**src/rtl/melody_sequencer.sv**
```systemverilog
// ============================================================================
// Module   : melody_sequencer
// Function : Note-table sequencer feeding half-period and gate to a tone generator.
//            Optional articulation gap enabled by defining SEQ_ARTIC_EN.
// Revision : 1.0  initial release
// ============================================================================
`default_nettype none

module melody_sequencer #(
  parameter int TICK_DIV = 6_250_000,
  parameter int DEPTH    = 16,
  parameter int ADDR_W   = 4,
  parameter int HALF_W   = 21,
  parameter int DUR_W    = 4
) (
  input  logic              iCLK,
  input  logic              iRST,
  input  logic              iWR_EN,
  input  logic [ADDR_W-1:0] iWR_ADDR,
  input  logic [HALF_W-1:0] iWR_HALF,
  input  logic [DUR_W-1:0]  iWR_DUR,
  input  logic              iSTART,
  input  logic              iSTOP,
  input  logic              iLOOP,
  output logic [HALF_W-1:0] oHALF,
  output logic              oGATE,
  output logic              oNOTE_STB,
  output logic              oBUSY,
  output logic              oDONE,
  output logic [ADDR_W-1:0] oIDX
);

  localparam int c_TICK_W = (TICK_DIV > 1) ? $clog2(TICK_DIV) : 1;
  localparam logic [c_TICK_W-1:0] c_TICK_LAST = c_TICK_W'(TICK_DIV - 1);
  localparam logic [ADDR_W-1:0]   c_LAST_IDX  = ADDR_W'(DEPTH - 1);

  localparam logic [1:0] c_IDLE = 2'd0;
  localparam logic [1:0] c_LOAD = 2'd1;
  localparam logic [1:0] c_PLAY = 2'd2;

  logic [HALF_W-1:0]   r_halfMem [DEPTH];
  logic [DUR_W-1:0]    r_durMem  [DEPTH];

  logic [1:0]          r_state;
  logic [ADDR_W-1:0]   r_idx;
  logic [c_TICK_W-1:0] r_tick;
  logic [DUR_W-1:0]    r_durCnt;
  logic                r_endOfTable;
  logic [HALF_W-1:0]   r_half;
  logic                r_gate;
  logic                r_noteStb;
  logic                r_busy;
  logic                r_done;

  logic [HALF_W-1:0]   w_rdHalf;
  logic [DUR_W-1:0]    w_rdDur;
  logic                w_isEnd;
  logic                w_artGap;

  // Table is plain storage: writable in any state, never cleared by reset.
  always_ff @(posedge iCLK) begin
    if (iWR_EN) begin
      r_halfMem[iWR_ADDR] <= iWR_HALF;
      r_durMem[iWR_ADDR]  <= iWR_DUR;
    end
  end

  assign w_rdHalf = r_halfMem[r_idx];
  assign w_rdDur  = r_durMem[r_idx];
  // Running off the last entry behaves exactly like an explicit end marker.
  assign w_isEnd  = r_endOfTable || (w_rdDur == '0);

`ifdef SEQ_ARTIC_EN
  logic r_gapOk;

  always_ff @(posedge iCLK) begin
    if (iRST) begin
      r_gapOk <= 1'b0;
    end else if (r_state == c_LOAD) begin
      r_gapOk <= (w_rdDur > DUR_W'(1));
    end
  end

  // Gate drops for the final duration unit of multi-unit notes.
  assign w_artGap = r_gapOk && (r_durCnt == DUR_W'(2));
`else
  assign w_artGap = 1'b0;
`endif

  always_ff @(posedge iCLK) begin
    if (iRST) begin
      r_state      <= c_IDLE;
      r_idx        <= '0;
      r_tick       <= '0;
      r_durCnt     <= '0;
      r_endOfTable <= 1'b0;
      r_half       <= '0;
      r_gate       <= 1'b0;
      r_noteStb    <= 1'b0;
      r_busy       <= 1'b0;
      r_done       <= 1'b0;
    end else begin
      r_noteStb <= 1'b0;
      r_done    <= 1'b0;
      case (r_state)
        c_IDLE: begin
          if (iSTART) begin
            r_state      <= c_LOAD;
            r_idx        <= '0;
            r_endOfTable <= 1'b0;
            r_busy       <= 1'b1;
          end
        end

        c_LOAD: begin
          if (iSTOP) begin
            r_state      <= c_IDLE;
            r_idx        <= '0;
            r_tick       <= '0;
            r_durCnt     <= '0;
            r_endOfTable <= 1'b0;
            r_half       <= '0;
            r_gate       <= 1'b0;
            r_busy       <= 1'b0;
          end else if (w_isEnd) begin
            if (iLOOP && ((r_idx != '0) || r_endOfTable)) begin
              r_idx        <= '0;
              r_endOfTable <= 1'b0;
            end else begin
              r_state      <= c_IDLE;
              r_idx        <= '0;
              r_endOfTable <= 1'b0;
              r_half       <= '0;
              r_gate       <= 1'b0;
              r_busy       <= 1'b0;
              r_done       <= 1'b1;
            end
          end else begin
            r_state   <= c_PLAY;
            r_half    <= w_rdHalf;
            r_gate    <= (w_rdHalf != '0);
            r_durCnt  <= w_rdDur;
            r_tick    <= '0;
            r_noteStb <= 1'b1;
          end
        end

        c_PLAY: begin
          if (iSTOP) begin
            r_state      <= c_IDLE;
            r_idx        <= '0;
            r_tick       <= '0;
            r_durCnt     <= '0;
            r_endOfTable <= 1'b0;
            r_half       <= '0;
            r_gate       <= 1'b0;
            r_busy       <= 1'b0;
          end else if (r_tick == c_TICK_LAST) begin
            r_tick   <= '0;
            r_durCnt <= r_durCnt - 1'b1;
            if (w_artGap) begin
              r_gate <= 1'b0;
            end
            if (r_durCnt == DUR_W'(1)) begin
              r_state <= c_LOAD;
              if (r_idx == c_LAST_IDX) begin
                r_endOfTable <= 1'b1;
              end else begin
                r_idx <= r_idx + 1'b1;
              end
            end
          end else begin
            r_tick <= r_tick + 1'b1;
          end
        end

        default: begin
          r_state <= c_IDLE;
          r_busy  <= 1'b0;
        end
      endcase
    end
  end

  assign oHALF     = r_half;
  assign oGATE     = r_gate;
  assign oNOTE_STB = r_noteStb;
  assign oBUSY     = r_busy;
  assign oDONE     = r_done;
  assign oIDX      = r_idx;

endmodule

`default_nettype wire

```
**config.mk**
```make
export PLATFORM = sky130hd
export DESIGN_NAME = melody_sequencer
export DESIGN_NICKNAME = d
export VERILOG_FILES = /design/src/rtl/melody_sequencer.sv
export SDC_FILE = /design/constraint.sdc
export NUM_CORES = 1
export LEC_CHECK = 0
export BUFFER_PORTS_ARGS = -buffer_cell sky130_fd_sc_hd__buf_2
export CAP_MARGIN = 40
export CORE_MARGIN = 2
export CORE_UTILIZATION = 55
export CTS_CLUSTER_DIAMETER = 150
export DETAILED_ROUTE_END_ITERATION = 10
export PLACE_DENSITY = 0.84
export SYNTH_ARGS = -nofsm -noshare
export SYNTH_HDL_FRONTEND = slang
export SYNTH_SLANG_ARGS = --single-unit
```
**constraint.sdc**
```tcl
create_clock -name iCLK -period 2.95 [get_ports iCLK]
set_input_delay 0.295 -clock iCLK [delete_from_list [all_inputs] [get_ports iCLK]]
set_output_delay 0.295 -clock iCLK [all_outputs]
set_load 0.1 [all_outputs]
```
==> results of run 1 <==
==> per-layer routing <==
metal / share of wire / vias to the layer above / routed length [µm] / global-route usage
li1: - / 4247 / - / -
met1: 0.37 / 5294 / 16700 / 0.3510
met2: 0.51 / 687 / 23160 / 0.4543
met3: 0.096 / 94 / 4334 / 0.06085
met4: 0.025 / 2 / 1127 / 0.08346
met5: 0.00029 / - / 13 / 0
==> worst max-delay path, stage by stage (launching register included) <==
cell,delay (ns)
dfxtp_4,0.40
buf_6,0.17
buf_12,0.14
mux4_2,0.51
mux4_2,0.49
or4_4,0.57
or4_1,0.49
o2bb2ai_1,0.14
==> where the power goes <==
| group | switching [µW] | leakage, µW | total (µW) | internal, µW |
|---|---|---|---|---|
| Clock | 2470 | 0.000719 | 5760 | 3300 |
| Combinational | 761 | 0.00205 | 1220 | 460 |
| Sequential | 85.0 | 0.00413 | 7360 | 7270 |
| Total | 3310 | 0.00689 | 14300 | 11000 |
==> state kept, by name, indices dropped and copies added, names as in the netlist, named ones only <==
signal	flops
oBUSY	1
oDONE	1
oGATE	1
oHALF	21
oIDX	4
oNOTE_STB	1
r_durCnt	4
r_durMem	64
r_endOfTable	1
r_halfMem	336
r_state	2
r_tick	23
==> synth_stat cells (all sizes together) (8+ instances only) <==
cell,count,area share
clkbuf,31,0.0064
nand2,18,0.0037
o2bb2ai,22,0.011
nand3b,27,0.011
nor3,12,0.0036
mux4,119,0.15
nor2,35,0.0072
inv,14,0.0029
buf,18,0.0074
nand3,13,0.0036
a21oi,25,0.0069
and3,8,0.0028
or3,11,0.0038
edfxtp,400,0.66
dfxtp,63,0.069
o21ai,22,0.0061
or4,10,0.0041
==> logic make-up after synthesis <==
kind of cell               synth area share
DFF                                  0.7299
and+or+nand+nor                     0.05340
muxes                                0.1512
AOI/OAI and AO/OA                   0.04204
buffers and inverters               0.01665
xor gates and xnor gates           0.003372
adders and majority gates          0.003440
==> repair_timing <==
item | in CTS | in global routing
pin swaps | 1 | 4
gates resized for setup | 11 | 25
gates cloned | 2 | 3
endpoints found under the setup margin | 14 | 47
setup buffers | 6 | 8
==> path summary, 6_finish.rpt <==
path              start         end  slack [ns]  depth (start not counted)
max            register       oGATE       -0.09                          7
min               iLOOP       oDONE        0.05                          4
max reg2reg    register       oGATE       -0.09                          7
min reg2reg  r_tick[22]  r_tick[22]        0.49                          2
==> metrics by stage <==
step	worst slack, ns	TNS [ns]	utilization	instances
3_3_place_gp	-0.02985	-0.02985	0.6052	1482
4_1_cts	-0.1201	-0.1201	0.6553	1571
2_1_floorplan	0.02367	0	-	943
3_5_place_dp	-0.1067	-0.2887	0.6052	1482
5_1_grt	-0.1290	-0.5502	0.6612	1584
6_report	-0.09479	-0.09479	0.6612	1584
==> area by class of cell <==
| type | count | area (µm²) |
|---|---|---|
| flip-flops and latches | 463 | 13280 |
| fillers | 2060 | 11020 |
| multi-input cells | 417 | 4828 |
| repair buffers | 165 | 1325 |
| clock buffers | 56 | 1177 |
| well taps | 442 | 553.0 |
| clock inverters | 25 | 291.5 |
| inverters | 14 | 52.55 |
| diodes | 2 | 5.005 |
==> placed cells by master, fill, tap and decap left out, types with 6 or more instances in the layout <==
cell	count
edfxtp_1	400
mux4_2	116
buf_4	82
buf_2	63
dfxtp_1	60
clkbuf_16	47
nand3b_1	27
a21oi_1	24
nor2_1	22
o2bb2ai_1	22
o21ai_0	19
nand2_1	18
inv_1	14
nand3_1	13
nor2_4	12
buf_12	12
or3_1	11
clkinv_2	11
clkbuf_1	10
or4_1	9
and3_1	7
nor3_1	7
a31oi_1	7
nand2b_1	6
o31ai_1	6
==> metrics, run 1 <==
die width 185.8 µm; Root Buffer clkbuf_16; port bufs 63; # setup viols final 1; WP data required 3.38 ns; Core Area 32540 µm²; hold_buf cts 0; post-route ant nets 0; worst hold slack 0.05478 ns; sequential share of the synthesized area 0.7299; Yosys Warn Count 0; post-synthesis register bit count 463; relative slew slack 0.4771; Power Density 666.6 nW/µm²; Unique masters post-synth 56; Mapped Area 18180 µm²; Remaining Overflow, GRT 0; detailed placement HPWL 23260 µm; CTS tree done; initial antenna violation count 3; drt via density 6.518; Routed WL 45330 µm; Die H 185.8 µm; global-route wire length before repair 66100 µm; CP endpoint kind register; clock sinks 463; DR pass1 iterations 5; Pleak 0.006894 µW; Final min period 3.045 ns; Final Wtd Congestion 0.8110; peak supply drop 0.0004163 V; Post-synth ARST share 0; period utilization 1.032; H-Tree Depth 2; failing checks setup timing; total number of vias 10320; critical path class register to register; total global-route track usage 0.2689; syn avg cell area 19.28 µm²; DRC Markers 0; largest net degree at the start of global routing 44; Fmax 328.4 MHz; clock tree buffer depth 3; Tot Pwr 14340 µW; Rows 66; RSZ-0062 raised after global routing yes; Pins Over Slew Limit 0; number of global-route vias before repair 10410; clk_lat worst skew 0.56 ns; DR WL/cell 28.62 µm; Clock Pin Slew Worst Setup and Hold Paths 0.07 ns; final instance area 21510 µm²; highest fanout seen on the critical path 6; CP Launch Type register; Gate Count Post-Synth 943; Starting Density 0.5589; Most used DFF post-synth edfxtp_1; share of cells above drive strength 1 0.3430; DP Area 19690 µm²; clock skew 0.03775 ns; Final WS setup -0.09479 ns; EDFF count, synth 400; initial DRC count 1158; maxcap violations 0; Critical Path AT 3.47 ns; Die ar. 34530 µm²; # IOs 64; outcome finished, violations left; number of CTS-inserted buffers 44; Nets 1145; Slew @ Worst Pin 0.7825 ns; synthesis-to-layout area growth 18.32%; Final Hold Fails 0; Hold Path Class input pin to register; syn nets 983
No activity file was read; power rests on OpenSTA's default activity.
==> inputs of run 2 (changes only) <==
==> constraint.sdc (replaced) <==
create_clock -name iCLK -period 2.95 [get_ports iCLK]
set_input_delay 0 -clock iCLK [delete_from_list [all_inputs] [get_ports iCLK]]
set_output_delay 0 -clock iCLK [all_outputs]
set_load 0.1 [all_outputs]
==> run 2 against run 1 <==
- the run still ends with setup timing left
- global-route usage is 0.89 points lower
- non-clock buffer count is 31 higher
- clock power is 3% higher
- critical path depth stayed put
- highest routed layer unchanged
- fmax is 0.48% lower
- sequential power hardly changed
- hold slack better by 0.11 ns
- largest cell class unchanged
- combinational power is 6% higher
==> metrics, run 2 (synthesized netlist as in run 1, its figures left out) <==
Rows 66 (unchanged); critical path depth in cells 7 (unchanged); Worst Reg-to-Reg Cells 7 (unchanged); period utilization 1.037 (+0.004982); Setup WS pre-CTS -0.07923 ns (+0.02744 ns); Critical Path AT 3.50 ns (+0.03 ns); Root Buffer clkbuf_16; total number of vias 10580 (+2.4%); port bufs 63 (unchanged); DP Area 19650 µm² (-0.23%); crit path buf inv count 2 (unchanged); Final min period 3.059 ns (+0.01470 ns); Remaining Overflow, GRT 0 (unchanged); CTS tree done; Top reg by flops r_halfMem; clk_lat worst skew 0.57 ns (about the same); DR pass1 iterations 7 (+2); RSZ-0062 raised after global routing yes; worst-path cell chain buf_12 -> clkbuf_16 -> mux4_2 -> mux4_2 -> or4_1 -> or4_4 -> o2bb2ai_2; Final WS setup -0.1095 ns (-0.01470 ns); Crit path largest cell delay 0.54 ns (-0.03 ns); initial DRC count 1350 (+17%); share of cells above drive strength 1 0.3316 (-0.01136); Worst path top cell family by delay multiplexers; CP most frequent cell mux4_2; Die ar. 34530 µm² (unchanged); Fmax 326.9 MHz (-0.48%); number of global-route vias before repair 10340 (-0.68%); clock tree buffer depth 3 (unchanged); hold depth 3 (-1); relative slew slack 0.4124 (-0.06469); Die H 185.8 µm (unchanged); CP Launch Type register; Core Area 32540 µm² (unchanged); critical path class register to register; number of CTS-inserted buffers 46 (+4.5%); post-route ant nets 0 (unchanged); Power Density 664.8 nW/µm² (-0.27%); drt via density 6.552 (+0.53%); final instance area 21970 µm² (+2.1%); CP endpoint kind register; clock sinks 463 (unchanged); largest net degree at the start of global routing 44 (unchanged); initial antenna violation count 3 (unchanged); global-route wire length before repair 64660 µm (-2.2%); H-Tree Depth 2 (unchanged); most common cell after layout, fill and taps aside edfxtp_1; Pleak 0.007076 µW (+2.6%); max FFs per register 336 (unchanged); slowest stage cell on the critical path mux4_2; Final Hold Fails 0 (unchanged); DR WL/cell 28.92 µm (+1.1%); Routed WL 46680 µm (+3.0%); die width 185.8 µm (unchanged); Nets 1178 (+2.9%); peak supply drop 0.0005156 V (+24%); failing checks setup timing; setup_tns -0.1856 ns (-0.09083 ns); Clock Pin Slew Worst Setup and Hold Paths 0.07 ns (about the same); Starting Density 0.5589 (unchanged); total global-route track usage 0.2600 (-0.008927); clock skew 0.02787 ns (-0.009875 ns); highest fanout seen on the critical path 6 (unchanged); Final Wtd Congestion 0.8090 (-0.25%); Slew @ Worst Pin 0.8788 ns (+0.09624 ns); synthesis-to-layout area growth 20.84%; Pins Over Slew Limit 0 (unchanged); commonest cells after routing, fill and taps aside edfxtp_1 (400), mux4_2 (114), buf_4 (73); outcome finished, violations left; Hold Path Class input pin to register; maxcap violations 0 (unchanged); # setup viols final 2 (+1); detailed placement HPWL 24650 µm (+6.0%); # IOs 64 (unchanged); biggest regs r_halfMem (336), r_durMem (64), r_tick (23); DRC Markers 0 (unchanged); WP data required 3.39 ns (about the same)
run 2: stage by stage:
| step | utilization | cells | power [µW] | hold WS [ns] |
|---|---|---|---|---|
| after floorplan | - | 943 | 8208 | 0.09887 |
| after global placement | 0.6035 | 1471 | 8538 | 0.3056 |
| after detailed placement | 0.6038 | 1472 | 8590 | 0.3444 |
| after CTS | 0.6636 | 1589 | 14490 | 0.1345 |
| after global routing | 0.6753 | 1614 | 14960 | 0.1552 |
| final | 0.6753 | 1614 | 14610 | 0.1600 |
run 2: path summary, 6_finish.rpt:
check	start	slack (ns)	end
max	register	-0.11	oGATE
min	iWR_ADDR[3]	0.16	r_halfMem[1][17]
max reg2reg	register	-0.11	oGATE
min reg2reg	oBUSY	0.47	oBUSY
run 2: power by group:
| part | internal (µW) | switching (µW) |
|---|---|---|
| Combinational | 501 | 791 |
| Clock | 3520 | 2440 |
| Sequential | 7270 | 79.5 |
run 2: worst register-to-register path, cell delays in order (launching register included):
cell	delay (ns)
dfxtp_4	0.42
buf_12	0.15
clkbuf_16	0.17
mux4_2	0.54
mux4_2	0.50
or4_1	0.54
or4_4	0.50
o2bb2ai_2	0.13
run 2: metal layers:
metal | GRT usage | wire, µm | up-vias
met4 | 0.08094 | 1458 | 2
met2 | 0.4327 | 23490 | 691
li1 | - | - | 4312
met1 | 0.3509 | 17450 | 5467
met5 | 0 | 11 | -
met3 | 0.05087 | 4257 | 103
run 2: timing repair:
item / 4_1_cts / 5_1_grt
resized for setup: 9 / 26
pin swaps: 1 / 9
hold buffers: 30 / 0
gates cloned: 1 / 5
endpoints found under the setup margin: 20 / 49
hold endpoints to repair: 408 / 0
buffers inserted: 6 / 18
run 2: area by class of cell:
class / count / area (µm²)
diodes: 2 / 5.005
clock buffers: 62 / 1221
clock inverters: 18 / 289.0
fillers: 1992 / 10560
inverters: 14 / 52.55
multi-input cells: 417 / 4848
flip-flops and latches: 463 / 13280
well taps: 442 / 553.0
repair buffers: 196 / 1722
